File: config.mk
export PLATFORM = sky130hd
export DESIGN_NAME = div32_seq_flat
export DESIGN_NICKNAME = d
export VERILOG_FILES = /design/src/rtl/div32_seq_pkg.sv /design/src/rtl/div32_seq_if.sv /design/src/rtl/div32_seq_div_restore_step.sv /design/src/rtl/div32_seq.sv /design/src/flat_wrapper.sv
export SDC_FILE = /design/constraint.sdc
export NUM_CORES = 1
export LEC_CHECK = 0
export ABC_AREA = 1
export CORE_MARGIN = 3
export CORE_UTILIZATION = 42
export CTS_CLUSTER_DIAMETER = 120
export DETAILED_ROUTE_END_ITERATION = 7
export HOLD_SLACK_MARGIN = 0.08
export PLACE_DENSITY_LB_ADDON = 0.08
export SYNTH_ARGS = -nofsm -noshare
export SYNTH_HDL_FRONTEND = slang
export SYNTH_SLANG_ARGS = --single-unit
File: constraint.sdc
create_clock -name clk_i -period 16.8 [get_ports clk_i]
set_input_delay 2.52 -clock clk_i [delete_from_list [all_inputs] [get_ports clk_i]]
set_output_delay 2.52 -clock clk_i [all_outputs]
set_load 0.05 [all_outputs]
File: src/rtl/div32_seq_pkg.sv
// Shared definitions for the div32_seq iterative divider: state encoding,
// iteration count, div-by-zero quotient and the two's-complement helper.
package div32_seq_pkg;

    localparam int DIV_W    = 32;
    localparam int DIV_ITER = 32;
    localparam int CNT_W    = 6;
    localparam logic [31:0] DIV_ZERO_Q = 32'hFFFF_FFFF;

    typedef enum logic [1:0] {
        ST_IDLE = 2'd0,
        ST_CALC = 2'd1,
        ST_FIX  = 2'd2
    } state_e;

    function automatic logic [31:0] twoscomp32(input logic [31:0] x);
        return ~x + 32'd1;
    endfunction

endpackage

File: src/rtl/div32_seq_if.sv
// START/DONE request and result bundle between the ALU issue logic (master)
// and the divider (slave).
interface div32_seq_if;
    import div32_seq_pkg::*;

    logic             start;
    logic             signed_mode;
    logic [DIV_W-1:0] a;
    logic [DIV_W-1:0] b;
    logic             busy;
    logic             done;
    logic [DIV_W-1:0] q;
    logic [DIV_W-1:0] r;
    logic             div_zero;

    modport master (
        output start, signed_mode, a, b,
        input  busy, done, q, r, div_zero
    );

    modport slave (
        input  start, signed_mode, a, b,
        output busy, done, q, r, div_zero
    );

endinterface

File: src/rtl/div32_seq_div_restore_step.sv
// One restoring-division step: shift the next dividend bit into the partial
// remainder and trial-subtract the divisor with a ripple subtractor.
module div32_seq_div_restore_step #(
    parameter int WIDTH = 32
) (
    input  logic [WIDTH-1:0] rem_i,
    input  logic             dvd_bit_i,
    input  logic [WIDTH-1:0] dsr_i,
    output logic [WIDTH-1:0] rem_o,
    output logic             q_bit_o
);

    logic [WIDTH:0]   shifted_s;
    logic [WIDTH:0]   subtr_s;
    logic [WIDTH-1:0] diff_s;
    logic             carry_s;

    assign shifted_s = {rem_i, dvd_bit_i};
    assign subtr_s   = ~{1'b0, dsr_i};

    // Ripple add of the inverted divisor plus one; final carry-out set means no borrow.
    always_comb begin
        carry_s = 1'b1;
        diff_s  = '0;
        for (int i = 0; i < WIDTH; i++) begin
            diff_s[i] = shifted_s[i] ^ subtr_s[i] ^ carry_s;
            carry_s   = (shifted_s[i] & subtr_s[i]) | (carry_s & (shifted_s[i] ^ subtr_s[i]));
        end
        q_bit_o = (shifted_s[WIDTH] & subtr_s[WIDTH]) |
                  (carry_s & (shifted_s[WIDTH] ^ subtr_s[WIDTH]));
    end

    assign rem_o = q_bit_o ? diff_s : shifted_s[WIDTH-1:0];

endmodule

File: src/rtl/div32_seq.sv
// Iterative 32-bit signed/unsigned restoring divider, one quotient bit per clock.
// Optional macro DIV_EARLY_EXIT_EN skips iteration when |A| < |B|.
module div32_seq
    import div32_seq_pkg::*;
#(
    parameter int WIDTH = DIV_W
) (
    input  logic        clk_i,
    input  logic        rst_i,
    div32_seq_if.slave  bus
);

    state_e             state_q, state_d;
    logic [CNT_W-1:0]   cnt_q, cnt_d;
    logic               sgn_q, sgn_d;
    logic               sa_q, sa_d;
    logic               sb_q, sb_d;
    logic               dz_q, dz_d;
    logic [WIDTH-1:0]   rem_q, rem_d;
    logic [WIDTH-1:0]   dvd_q, dvd_d;
    logic [WIDTH-1:0]   dsr_q, dsr_d;
    logic               busy_q, busy_d;
    logic               done_q, done_d;
    logic [WIDTH-1:0]   q_out_q, q_out_d;
    logic [WIDTH-1:0]   r_out_q, r_out_d;
    logic               dz_out_q, dz_out_d;
    logic [WIDTH-1:0]   step_rem_s;
    logic               step_qbit_s;
    logic [WIDTH-1:0]   mag_a_s, mag_b_s;

    // The dividend register doubles as the quotient: its MSB feeds the step, the new bit enters at the LSB.
    div32_seq_div_restore_step #(.WIDTH(WIDTH)) u_step (
        .rem_i     (rem_q),
        .dvd_bit_i (dvd_q[WIDTH-1]),
        .dsr_i     (dsr_q),
        .rem_o     (step_rem_s),
        .q_bit_o   (step_qbit_s)
    );

    assign mag_a_s = (bus.signed_mode && bus.a[WIDTH-1]) ? twoscomp32(bus.a) : bus.a;
    assign mag_b_s = (bus.signed_mode && bus.b[WIDTH-1]) ? twoscomp32(bus.b) : bus.b;

    // Next-state and datapath update for IDLE/CALC/FIX.
    always_comb begin
        state_d  = state_q;
        cnt_d    = cnt_q;
        sgn_d    = sgn_q;
        sa_d     = sa_q;
        sb_d     = sb_q;
        dz_d     = dz_q;
        rem_d    = rem_q;
        dvd_d    = dvd_q;
        dsr_d    = dsr_q;
        busy_d   = busy_q;
        done_d   = 1'b0;
        q_out_d  = q_out_q;
        r_out_d  = r_out_q;
        dz_out_d = dz_out_q;
        case (state_q)
            ST_IDLE: begin
                if (bus.start) begin
                    sgn_d  = bus.signed_mode;
                    sa_d   = bus.a[WIDTH-1];
                    sb_d   = bus.b[WIDTH-1];
                    dvd_d  = mag_a_s;
                    dsr_d  = mag_b_s;
                    cnt_d  = '0;
                    busy_d = 1'b1;
                    if (bus.b == '0) begin
                        // Divide-by-zero returns the raw dividend as remainder.
                        dz_d    = 1'b1;
                        rem_d   = bus.a;
                        state_d = ST_FIX;
                    end else begin
                        dz_d    = 1'b0;
                        rem_d   = '0;
                        state_d = ST_CALC;
                    end
                end else begin
                    state_d = ST_IDLE;
                end
            end
            ST_CALC: begin
`ifdef DIV_EARLY_EXIT_EN
                if ((cnt_q == '0) && (dvd_q < dsr_q)) begin
                    rem_d   = dvd_q;
                    dvd_d   = '0;
                    state_d = ST_FIX;
                end else begin
                    rem_d = step_rem_s;
                    dvd_d = {dvd_q[WIDTH-2:0], step_qbit_s};
                    cnt_d = cnt_q + CNT_W'(1);
                    if (cnt_q == CNT_W'(DIV_ITER - 1)) begin
                        state_d = ST_FIX;
                    end else begin
                        state_d = ST_CALC;
                    end
                end
`else
                rem_d = step_rem_s;
                dvd_d = {dvd_q[WIDTH-2:0], step_qbit_s};
                cnt_d = cnt_q + CNT_W'(1);
                if (cnt_q == CNT_W'(DIV_ITER - 1)) begin
                    state_d = ST_FIX;
                end else begin
                    state_d = ST_CALC;
                end
`endif
            end
            ST_FIX: begin
                if (dz_q) begin
                    q_out_d = DIV_ZERO_Q;
                    r_out_d = rem_q;
                end else begin
                    q_out_d = (sgn_q && (sa_q != sb_q)) ? twoscomp32(dvd_q) : dvd_q;
                    r_out_d = (sgn_q && sa_q) ? twoscomp32(rem_q) : rem_q;
                end
                dz_out_d = dz_q;
                done_d   = 1'b1;
                busy_d   = 1'b0;
                state_d  = ST_IDLE;
            end
            default: begin
                state_d = ST_IDLE;
                busy_d  = 1'b0;
            end
        endcase
    end

    // State, working and output registers with asynchronous reset.
    always_ff @(posedge clk_i or posedge rst_i) begin
        if (rst_i) begin
            state_q  <= ST_IDLE;
            cnt_q    <= '0;
            sgn_q    <= 1'b0;
            sa_q     <= 1'b0;
            sb_q     <= 1'b0;
            dz_q     <= 1'b0;
            rem_q    <= '0;
            dvd_q    <= '0;
            dsr_q    <= '0;
            busy_q   <= 1'b0;
            done_q   <= 1'b0;
            q_out_q  <= '0;
            r_out_q  <= '0;
            dz_out_q <= 1'b0;
        end else begin
            state_q  <= state_d;
            cnt_q    <= cnt_d;
            sgn_q    <= sgn_d;
            sa_q     <= sa_d;
            sb_q     <= sb_d;
            dz_q     <= dz_d;
            rem_q    <= rem_d;
            dvd_q    <= dvd_d;
            dsr_q    <= dsr_d;
            busy_q   <= busy_d;
            done_q   <= done_d;
            q_out_q  <= q_out_d;
            r_out_q  <= r_out_d;
            dz_out_q <= dz_out_d;
        end
    end

    assign bus.busy     = busy_q;
    assign bus.done     = done_q;
    assign bus.q        = q_out_q;
    assign bus.r        = r_out_q;
    assign bus.div_zero = dz_out_q;

endmodule
File: src/flat_wrapper.sv
// flat-port wrapper written by rule: the top's interface ports become plain ports
module div32_seq_flat import div32_seq_pkg::*;
#(
    parameter int WIDTH = DIV_W
)
  (clk_i, rst_i, bus_start, bus_signed_mode, bus_a, bus_b, bus_busy, bus_done, bus_q, bus_r, bus_div_zero);
  div32_seq_if bus_i ();
  input  logic clk_i;
  input  logic rst_i;
  input wire logic [$bits(bus_i.start)-1:0] bus_start;
  input wire logic [$bits(bus_i.signed_mode)-1:0] bus_signed_mode;
  input wire logic [$bits(bus_i.a)-1:0] bus_a;
  input wire logic [$bits(bus_i.b)-1:0] bus_b;
  output wire logic [$bits(bus_i.busy)-1:0] bus_busy;
  output wire logic [$bits(bus_i.done)-1:0] bus_done;
  output wire logic [$bits(bus_i.q)-1:0] bus_q;
  output wire logic [$bits(bus_i.r)-1:0] bus_r;
  output wire logic [$bits(bus_i.div_zero)-1:0] bus_div_zero;
  assign bus_i.start = bus_start;
  assign bus_i.signed_mode = bus_signed_mode;
  assign bus_i.a = bus_a;
  assign bus_i.b = bus_b;
  assign bus_busy = bus_i.busy;
  assign bus_done = bus_i.done;
  assign bus_q = bus_i.q;
  assign bus_r = bus_i.r;
  assign bus_div_zero = bus_i.div_zero;
  div32_seq #(.WIDTH(WIDTH)) u_core (.clk_i(clk_i), .rst_i(rst_i), .bus(bus_i));
endmodule
### After elaboration in Yosys (flattened, before gate mapping)

Index checks and enable logic that the tools add are counted.

| operators by class | value |
|---|---|
| multiplexer cells | 22 |
| multipliers | 0 |
| bitwise gates (word level) | 169 |
| shift operators | 0 |
| magnitude comparators | 0 |
| div/mod/pow operators | 0 |
| equality and inequality tests | 5 |
| reduce and logical (&&, ||, !) cells | 10 |
| $add $sub $neg | 5 |

Operators with widths:

| operator | count |
|---|---|
| $mux 32 | 10 |
| $add 32x1->32 const B | 4 |
| $not 32->32 | 4 |
| $pmux 32 s2 | 2 |
| $and 1x1->1 | 65 |
| $xor 1x1->1 | 64 |
| $not 32->33 | 1 |
| $or 1x1->1 | 33 |
| $logic_not 32->1 | 1 |
| $pmux 6 s2 | 1 |
| $add 6x1->6 const B | 1 |
| $eq 6x5->1 const B | 1 |
| $mux 2 | 3 |
| $mux 6 | 1 |
| $reduce_and 2->1 | 3 |
| $logic_and 1x1->1 | 4 |
| $pmux 2 s2 | 1 |
| $mux 1 | 3 |
| $eq 2x1->1 const B | 1 |
| $eq 2x2->1 const B | 1 |
| $logic_not 2->1 | 1 |
| $ne 2x2->1 const B | 1 |
| $not 1->1 | 2 |
| $pmux 1 s2 | 1 |
| other kinds (2) | 2 |

| word-level totals | value |
|---|---|
| memories | 0 |
| input bits | 68 |
| ROM bits | 0 |
| bits in latches | 0 |
| word-level logic and storage cells | 225 |
| bits in writable memories | 0 |
| flip-flop bits (word level) | 175 |

### Longest topological paths before layout

Gate-level depths: netlist (run 1).

| logic depth | value |
|---|---|
| depth in word-level cells | 69 |
| gate-level depth with buffers | 44 |
| depth with buffers taken out | 43 |

### Hierarchy

From an unflattened synthesis (run 1), not the netlist that was laid out.

| unflattened totals | value |
|---|---|
| cells, all modules | 1812 |
| area total of the unflattened synthesis | 12209.2 um2 |

By module, submodules not included:

| module | cells each | area each (um2) | sequential area each (um2) | instances |
|---|---|---|---|---|
| div32_seq | 1608 | 10836.6 | 4379.2 | 1 |
| div32_seq_div_restore_step | 204 | 1372.6 | 0.0 | 1 |

### Worst setup path after synthesis (run 1)

No wires, ideal clock.

| timing | value |
|---|---|
| path kind | register to register |
| from | register u_core.dvd_q[31] |
| to | register u_core.rem_q[30] |
| setup slack | 3998 ps |
| stages on the path, launching flop included | 44 |
| setup time | 65 ps |
| arrival | 12737 ps |
| buffers on the path | 1 |
| period minus slack after synthesis | 12802 ps |
| path through | dfrtp_1 -> inv_1 -> ha_1 -> fa_1 -> fa_1 -> fa_1 -> fa_1 -> fa_1 -> fa_1 -> fa_1 -> fa_1 -> fa_1 -> fa_1 -> fa_1 -> fa_1 -> fa_1 -> fa_1 -> fa_1 -> [... 8 more ...] -> fa_1 -> fa_1 -> fa_1 -> fa_1 -> fa_1 -> inv_1 -> fa_1 -> inv_1 -> fa_1 -> inv_1 -> fa_1 -> nor2_1 -> inv_1 -> clkbuf_1 -> o21ai_1 -> nand2_1 -> nand2_1 -> nand2_1 |

| between the ends | value |
|---|---|
| cells in the longest elaborated chain, start to end | 68 |

RTL lines:

| item | line | RTL |
|---|---|---|
| start: declaration | div32_seq.sv:20 | `logic [WIDTH-1:0] dvd_q, dvd_d;` |
| start signal: assignment | div32_seq.sv:155 | `dvd_q <= dvd_d;` |
| $and 1x1->1 / $xor 1x1->1 (equally long branches) | div32_seq_div_restore_step.sv:27 | `carry_s = (shifted_s[i] & subtr_s[i]) \| (carry_s & (shifted_s[i] ^ subtr_s[i]));` |
| $or 1x1->1 (*) | div32_seq_div_restore_step.sv:27 |  |
| $and 1x1->1 (*) | div32_seq_div_restore_step.sv:27 |  |
| $or 1x1->1 (*) | div32_seq_div_restore_step.sv:27 |  |
| $and 1x1->1 (*) | div32_seq_div_restore_step.sv:27 |  |
| $or 1x1->1 (*) | div32_seq_div_restore_step.sv:27 |  |
| $and 1x1->1 (*) | div32_seq_div_restore_step.sv:27 |  |
| $or 1x1->1 (*) | div32_seq_div_restore_step.sv:27 |  |
| [... 52 more ...] | - |  |
| $and 1x1->1 | div32_seq_div_restore_step.sv:27 |  |
| $or 1x1->1 | div32_seq_div_restore_step.sv:27 |  |
| $and 1x1->1 | div32_seq_div_restore_step.sv:27 |  |
| $or 1x1->1 | div32_seq_div_restore_step.sv:27 |  |
| $and 1x1->1 | div32_seq_div_restore_step.sv:30 | `(carry_s & (shifted_s[WIDTH] ^ subtr_s[WIDTH]));` |
| $or 1x1->1 | div32_seq_div_restore_step.sv:29 | `q_bit_o = (shifted_s[WIDTH] & subtr_s[WIDTH]) \|` |
| $mux 32 (*) | div32_seq_div_restore_step.sv:33 | `assign rem_o = q_bit_o ? diff_s : shifted_s[WIDTH-1:0];` |
| $pmux 32 s2 (*) | div32_seq.sv:59 | `case (state_q)` |
| end signal: assignment | div32_seq.sv:154 | `rem_q <= rem_d;` |
| end: declaration | div32_seq.sv:19 | `logic [WIDTH-1:0] rem_q, rem_d;` |

Mark *: on every way between the ends. The rest lies on a longest branch, timed or not.
A chain may end at the register's enable or synchronous reset.

### Final worst setup path (run 1)

| timing | value |
|---|---|
| from | register u_core.dvd_q[31] |
| to | register u_core.rem_q[15] |

| between the ends | value |
|---|---|
| cells in the longest elaborated chain, start to end | 68 |

RTL lines:

| item | line |
|---|---|
| $and 1x1->1 / $xor 1x1->1 (equally long branches) | div32_seq_div_restore_step.sv:27 |
| $or 1x1->1 (*) | div32_seq_div_restore_step.sv:27 |
| $and 1x1->1 (*) | div32_seq_div_restore_step.sv:27 |
| $or 1x1->1 (*) | div32_seq_div_restore_step.sv:27 |
| $and 1x1->1 (*) | div32_seq_div_restore_step.sv:27 |
| $or 1x1->1 (*) | div32_seq_div_restore_step.sv:27 |
| $and 1x1->1 (*) | div32_seq_div_restore_step.sv:27 |
| $or 1x1->1 (*) | div32_seq_div_restore_step.sv:27 |
| [... 52 more ...] | - |
| $and 1x1->1 | div32_seq_div_restore_step.sv:27 |
| $or 1x1->1 | div32_seq_div_restore_step.sv:27 |
| $and 1x1->1 | div32_seq_div_restore_step.sv:27 |
| $or 1x1->1 | div32_seq_div_restore_step.sv:27 |
| $and 1x1->1 | div32_seq_div_restore_step.sv:30 |
| $or 1x1->1 | div32_seq_div_restore_step.sv:29 |
| $mux 32 (*) | div32_seq_div_restore_step.sv:33 |
| $pmux 32 s2 (*) | div32_seq.sv:59 |

Marks and branches as above.

==> out/qor.yml, run 1 <==
timing:
  setup_ws_post_layout_ns: 2.89
  max-slew-margin-rel_pct: 29.0
  fmax_mhz: 71.9
  finalSetupTns_ns: 0
  fin_crit_sh_pct: 82.8
  skew_ns: 0.0124
  max_slew.worst_pin.slew_ns: 1.07
  finalSetupViolations: 0
  hold_viol_final: 0
  finalMaxSlewViolations: 0
  rsz0062_at_grt: "false"
  final_period_minus_worst_setup_slack_ns: 13.91
worst_setup_path:
  worst_r2r_path_depth: 44
  family_with_the_most_delay_on_the_worst_path: "adder cells"
  cp.arrival_ns: 14.23
  worstPathMaxFanout: 60
  timing.critical_path.from_type: "register"
  timing.critical_path.slowest_cell_delay_ns: 0.47
  critical_path.n_buffers_inverters: 6
  worst_path_max_delay_cell: "sky130_fd_sc_hd__buf_4"
  worst_setup_path_end_kind: "register"
  required_ns: 17.12
  r2r_start: "u_core.dvd_q[31]"
  cell_repeated_most_along_the_worst_path: "sky130_fd_sc_hd__fa_1"
  setup.worst_path.class: "register to register"
  setup.reg_to_reg.worst_slack_ns: 2.89
  rr_endpoint: "u_core.rem_q[15]"
place:
  dp_cells: 2243
  detailed_place_hpwl_um: 28100
  finalWeightedCongestion: 0.919
  dpl_worst_slack_ns: 3.03
  port-buffer-count: 134
  post_dp_cell_area_mm2: 0.0137
grt:
  grt_first_pass_wirelength_um: 60800
  grt_max_degree: 112
  grt_usage_pct: 24.5
  grt_pass1_vias: 11200
  antenna_found_initial: 0
  globalRouteOverflowTotal: 0
drt:
  drt_wl_total_um: 37500
  detailroute.via_count: 11700
  firstDrtPassIters: 5
  residual_drc_count: 0
  wl_per_cell_um: 16.5
  drtAntennaViolNets: 0
  routed_via_density: 5.14
  drt_iter0_drc: 821
floorplanning:
  num_io_pins: 135
  standard_cell_rows: 61
  fp.dieArea_mm2: 0.0313
  die_x_um: 177
  floorplan.initialDensity_pct: 43.4
  fp.dieH_um: 177
  fp.coreArea_mm2: 0.0282
clocking:
  clkSinkCount: 175
  count_of_h_tree_levels_built_during_cts: 4
  postCtsHoldBufs: 0
  clk_transition_reported_paths_ns: 0.07
  clk-insertion-delay-late_ns: 0.44
  cts_resized: 0
  cts_made_buffers: 17
  cell_chosen_for_the_clock_root: "sky130_fd_sc_hd__clkbuf_16"
  clock_tree.buffer_depth: 2
  tritoncts_clock_tree: "done"
  postCtsSetupBuffers: 0
synthesis:
  synth_enable_flop_cells: 0
  netlist_instances: 1792
  ys_seq_area_share_pct: 35.7
  syn_area_mm2: 0.0123
  synth-warning-count: 0
  syn-mean-instance-area_um2: 6.84
  ys_types: 43
  asyncSetResetFlopFracSynth_pct: 100
  ys.flop_type: "sky130_fd_sc_hd__dfrtp_1"
  synth_nets: 1897
  synth.ff_latch_count: 175
cells_and_area:
  layout_overhead_on_the_synthesized_area_pct: 17.2
  layoutNonFillerInstCount: 2275
  design_area_mm2: 0.0144
  drive_gt1_share_pct: 5.32
  num_antenna_cells: 0
  finish.utilization_pct: 50.8
  most-common-layout-cells: "582 x sky130_fd_sc_hd__nand2_1, 213 x sky130_fd_sc_hd__nand3_1, 182 x sky130_fd_sc_hd__nor2_1"
  final_nets: 1989
  final_common_cell: "sky130_fd_sc_hd__nand2_1"
job:
  max-cap-violations: 0
worst_hold_path:
  whs_path_depth: 2
  hold_start: "u_core.dsr_q[29]"
  hold_path.class: "register to register"
  hold_end: "u_core.dsr_q[29]"
pwr:
  power_density_mw_per_mm2: 202
  vdd.ir_drop.worst_mv: 0.0787
  p_leak_nw: 6.98
run_status:
  run_status: "completed"
[per-layer routing]
| layer | routed length [um] | track usage (%) |
|---|---|---|
| met5 | 0 | 0 |
| met4 | 942 | 6.87 |
| met3 | 1630 | 3.45 |
| met2 | 17700 | 41.2 |
| met1 | 17200 | 33.3 |
[flip-flops by register name (all words and copies together), names as in the netlist]
name	flops
u_core.bus.busy	1
u_core.bus.q	32
u_core.bus.r	32
u_core.dsr_q	32
u_core.dz_q	1
u_core.sgn_q	1
u_core.state_q	2
u_core.sa_q	1
u_core.dvd_q	32
u_core.cnt_q	6
u_core.sb_q	1
u_core.rem_q	32
u_core.bus.div_zero	1
u_core.bus.done	1
[cell families after synthesis]
logic type	synth area share (%)
simple gates	37.2
buf+inv	9.00
compound gates	10.7
flops	35.7
fa+ha+maj	5.68
xor+xnor	1.72
[worst min-delay path: cells and delay by family, from the launching register on]
| kind | cells | cell delay (ns) |
|---|---|---|
| flops | 1 | 0.35 |
| simple gates | 2 | 0.10 |
[cells in the mapped netlist, types with 13 or more instances]
cell                       count  share of area [%]
sky130_fd_sc_hd__nand2_1     582                 18
sky130_fd_sc_hd__nand3_1     213                8.7
sky130_fd_sc_hd__nor2_1      183                5.6
sky130_fd_sc_hd__inv_1       179                5.5
sky130_fd_sc_hd__dfrtp_1     175                 36
sky130_fd_sc_hd__o21ai_1      69                2.8
sky130_fd_sc_hd__o21ai_0      66                2.7
sky130_fd_sc_hd__a21oi_1      49                2.0
sky130_fd_sc_hd__buf_2        35                1.4
sky130_fd_sc_hd__fa_1         31                5.1
sky130_fd_sc_hd__xor2_1       24                1.7
sky130_fd_sc_hd__nand4_1      19               0.97
sky130_fd_sc_hd__o211ai_1     18                1.1
sky130_fd_sc_hd__clkbuf_1     16               0.49
sky130_fd_sc_hd__nand3b_1     13               0.80
sky130_fd_sc_hd__nor2_2       13               0.66
sky130_fd_sc_hd__o22ai_1      13               0.66
[power by group]
part | internal, W | total, W | switching (W)
registers | 0.000610 | 0.000804 | 0.000194
clock network | 0.000230 | 0.000421 | 0.000192
logic | 0.000616 | 0.00168 | 0.00106
total | 0.00146 | 0.00290 | 0.00145
[how the worst max path moves through the flow]
stage / startpoint / endpoint / slack, ns / depth (start not counted)
global route: u_core.dvd_q[31] / u_core.rem_q[15] / 2.34 / 44
finish: u_core.dvd_q[31] / u_core.rem_q[15] / 2.89 / 44
floorplan: u_core.dvd_q[31] / u_core.rem_q[30] / 4.00 / 43
global placement: u_core.dvd_q[31] / u_core.rem_q[6] / 3.21 / 44
detailed placement: u_core.dvd_q[31] / u_core.rem_q[15] / 3.03 / 44
CTS: u_core.dvd_q[31] / u_core.rem_q[15] / 2.97 / 44
[cell type report]
cell class              count  area [um^2]
repair buffers            142         1400
clock inverters            14          174
multi-input cells        1358         6770
clock buffers              18          439
inverters                 190          718
fillers                  2852        13900
flip-flops and latches    175         4380
well taps                 378          473
[per-stage QoR]
| stage | total power (W) | hold slack [ns] |
|---|---|---|
| floorplan | 0.00202 | 0.449 |
| global placement | 0.00245 | 0.466 |
| detailed placement | 0.00248 | 0.466 |
| CTS | 0.00291 | 0.486 |
| global route | 0.00319 | 0.505 |
| finish | 0.00290 | 0.483 |
Power figures use the tool's default switching activity.
==> run 2, diff against run 1 <==
clock period = 12.1 ns   (was 16.8 ns; I/O delays follow)
==> run 2 against run 1 <==
  * The run now ends with negative setup slack left
  * Clock-buffer cell count grew 1
  * Register-to-register slack worse by 2.9 ns
  * Cell count rose by 1.2%
  * Core utilization is 1.9 points higher
  * Critical endpoint is now u_core.rem_q[11]
  * Highest routed layer unchanged
==> out/qor.yml, run 2 (synthesis gave the netlist of run 1 again) <==
floorplanning:
  standard_cell_rows: 61  # unchanged
  fp.dieH_um: 177  # unchanged
  num_io_pins: 135  # unchanged
  die_x_um: 177  # unchanged
  fp.dieArea_mm2: 0.0313  # unchanged
  floorplan.initialDensity_pct: 43.4  # unchanged
  fp.coreArea_mm2: 0.0282  # unchanged
drt:
  wl_per_cell_um: 17.0  # +3.2%
  detailroute.via_count: 12000  # +2.4%
  drtAntennaViolNets: 0  # unchanged
  routed_via_density: 5.20  # +1.2%
  drt_wl_total_um: 39200  # +4.5%
  firstDrtPassIters: 5  # unchanged
  drt_iter0_drc: 860  # +4.8%
  residual_drc_count: 0  # unchanged
timing:
  fin_crit_sh_pct: 100  # +17 points
  max_slew.worst_pin.slew_ns: 1.06  # -0.00552 ns
  rsz0062_at_grt: "true"
  skew_ns: 0.0136  # +0.00129 ns
  hold_viol_final: 0  # unchanged
  max-slew-margin-rel_pct: 29.3  # +0.37 points
  hold-worst-slack_ns: 0.483  # +0.000502 ns
  final_period_minus_worst_setup_slack_ns: 12.12  # -1.79 ns
  fmax_mhz: 82.5  # +15%
  finalSetupViolations: 1  # +1
  finalMaxSlewViolations: 0  # unchanged
  setup_ws_post_layout_ns: -0.0222  # -2.91 ns
worst_setup_path:
  cell_repeated_most_along_the_worst_path: "sky130_fd_sc_hd__fa_2"
  timing.critical_path.from_type: "register"
  worst_path_max_delay_cell: "sky130_fd_sc_hd__dfrtp_1"
  timing.critical_path.slowest_cell_delay_ns: 0.37  # -0.10 ns
  setup.reg_to_reg.worst_slack_ns: -0.02  # -2.91 ns
  setup.worst_path.class: "register to register"
  r2r_start: "u_core.dvd_q[31]"
  worst_r2r_path_depth: 45  # +2.3%
  required_ns: 12.43  # -4.69 ns
  family_with_the_most_delay_on_the_worst_path: "adder cells"
  worst_setup_path_end_kind: "register"
  cp.arrival_ns: 12.45  # -1.78 ns
  critical_path.n_buffers_inverters: 7  # +1
  rr_endpoint: "u_core.rem_q[11]"
  worstPathMaxFanout: 5  # -92%
clocking:
  count_of_h_tree_levels_built_during_cts: 4  # unchanged
  clkSinkCount: 175  # unchanged
  clock_tree.buffer_depth: 2  # unchanged
  clk-insertion-delay-late_ns: 0.44  # about the same
  clk_transition_reported_paths_ns: 0.07  # about the same
  tritoncts_clock_tree: "done"
  cts_made_buffers: 17  # unchanged
  cell_chosen_for_the_clock_root: "sky130_fd_sc_hd__clkbuf_16"
cells_and_area:
  most-common-layout-cells: "582 x sky130_fd_sc_hd__nand2_1, 213 x sky130_fd_sc_hd__nand3_1, 181 x sky130_fd_sc_hd__nor2_1"
  final_common_cell: "sky130_fd_sc_hd__nand2_1"
  num_antenna_cells: 0  # unchanged
  sequential_cell_area_mm2: 0.00438  # unchanged
  multi_input_comb_area_mm2: 0.00692  # +2.2%
  num-fill-cells: 2831  # -0.74%
  layout_overhead_on_the_synthesized_area_pct: 21.5
  layoutNonFillerInstCount: 2303  # +1.2%
  drive_gt1_share_pct: 9.40  # +4.1 points
  final_nets: 2018  # +1.5%
pwr:
  vdd.ir_drop.worst_mv: 0.113  # +44%
  power_density_mw_per_mm2: 294  # +46%
  p_leak_nw: 7.17  # +2.7%
grt:
  grt_first_pass_wirelength_um: 63300  # +4.1%
  grt_max_degree: 102  # -8.9%
  grt_usage_pct: 25.5  # +1.0 points
  globalRouteOverflowTotal: 0  # unchanged
  grt_pass1_vias: 11600  # +3.8%
  antenna_found_initial: 0  # unchanged
worst_hold_path:
  whs_path_depth: 2  # unchanged
  hold_start: "u_core.dsr_q[29]"
  hold_end: "u_core.dsr_q[29]"
  hold_path.class: "register to register"
place:
  port-buffer-count: 134  # unchanged
  detailed_place_hpwl_um: 28400  # +1.1%
  dp_cells: 2253  # +0.45%
  finalWeightedCongestion: 0.916  # -0.26%
job:
  max-cap-violations: 0  # unchanged
run_status:
  run_status: "finished with violations"
  violations_in_the_final_reports: "negative setup slack"
-- run 2: worst max-delay path by stage --
stage / endpoint / cells after the start / slack (ns) / start
floorplan: u_core.rem_q[30] / 44 / 0.02 / u_core.dvd_q[31]
global placement: u_core.rem_q[27] / 44 / -0.43 / u_core.dvd_q[31]
detailed placement: u_core.rem_q[5] / 44 / -0.54 / u_core.dvd_q[31]
CTS: u_core.rem_q[27] / 45 / -0.06 / u_core.dvd_q[31]
global route: u_core.rem_q[27] / 45 / -0.34 / u_core.dvd_q[31]
finish: u_core.rem_q[11] / 45 / -0.02 / u_core.dvd_q[31]
-- run 2: layout make-up --
type                       instances  share of cell area [%]
clock buffer                      19                    3.04
multi-input combinational       1358                    46.5
timing repair buffer             171                    12.0
inverter                         190                    4.88
clock inverter                    12                   0.984
tap                              378                    3.18
sequential                       175                    29.4
-- run 2: layer usage --
| metal | track usage, % | part of all wire, % | wire (um) |
|---|---|---|---|
| met1 | 34.4 | 45 | 17600 |
| met2 | 43.4 | 48 | 18800 |
| met3 | 2.55 | 4.4 | 1710 |
| met4 | 8.28 | 2.7 | 1070 |
| met5 | 0 | 0 | 0 |
-- run 2: power breakdown --
part | internal (W) | switching [W] | total [W]
logic | 0.00107 | 0.00161 | 0.00268
clock network | 0.000320 | 0.000258 | 0.000579
registers | 0.000847 | 0.000278 | 0.00113
total | 0.00224 | 0.00214 | 0.00438
-- run 2: tightest hold or removal path: stages (launching register included) --
cell                      delay (ns)
sky130_fd_sc_hd__dfrtp_1        0.35
sky130_fd_sc_hd__nand2_1        0.05
sky130_fd_sc_hd__nand2_1        0.05
-- run 2: timing repair --
action                                  CTS  global route
gates resized for setup                  35            17
buffers inserted                         12             5
endpoints found under the setup margin   33            32
pin swaps                                17            25
hold buffers                              0             0
cloned                                    5             0
-- run 2: per-stage QoR --
step                power [W]  setup WS, ns  setup TNS [ns]  util, %  instance area [um^2]
global route          0.00477        -0.337           -8.79     52.7                 14900
finish                0.00438       -0.0222         -0.0222     52.7                 14900
global placement      0.00347        -0.431          -12.94     49.1                 13900
CTS                   0.00433       -0.0577           -1.01     52.6                 14800
detailed placement    0.00351        -0.542          -16.24     49.1                 13900
floorplan             0.00283        0.0193               0        -                 12300
==> run 3, diff against run 2 <==
CAP_MARGIN = 20   (was not set)
SLEW_MARGIN = 20   (was not set)
==> results of run 3 <==
No change in the layout: final DEF, timing and power equal those of run 2.
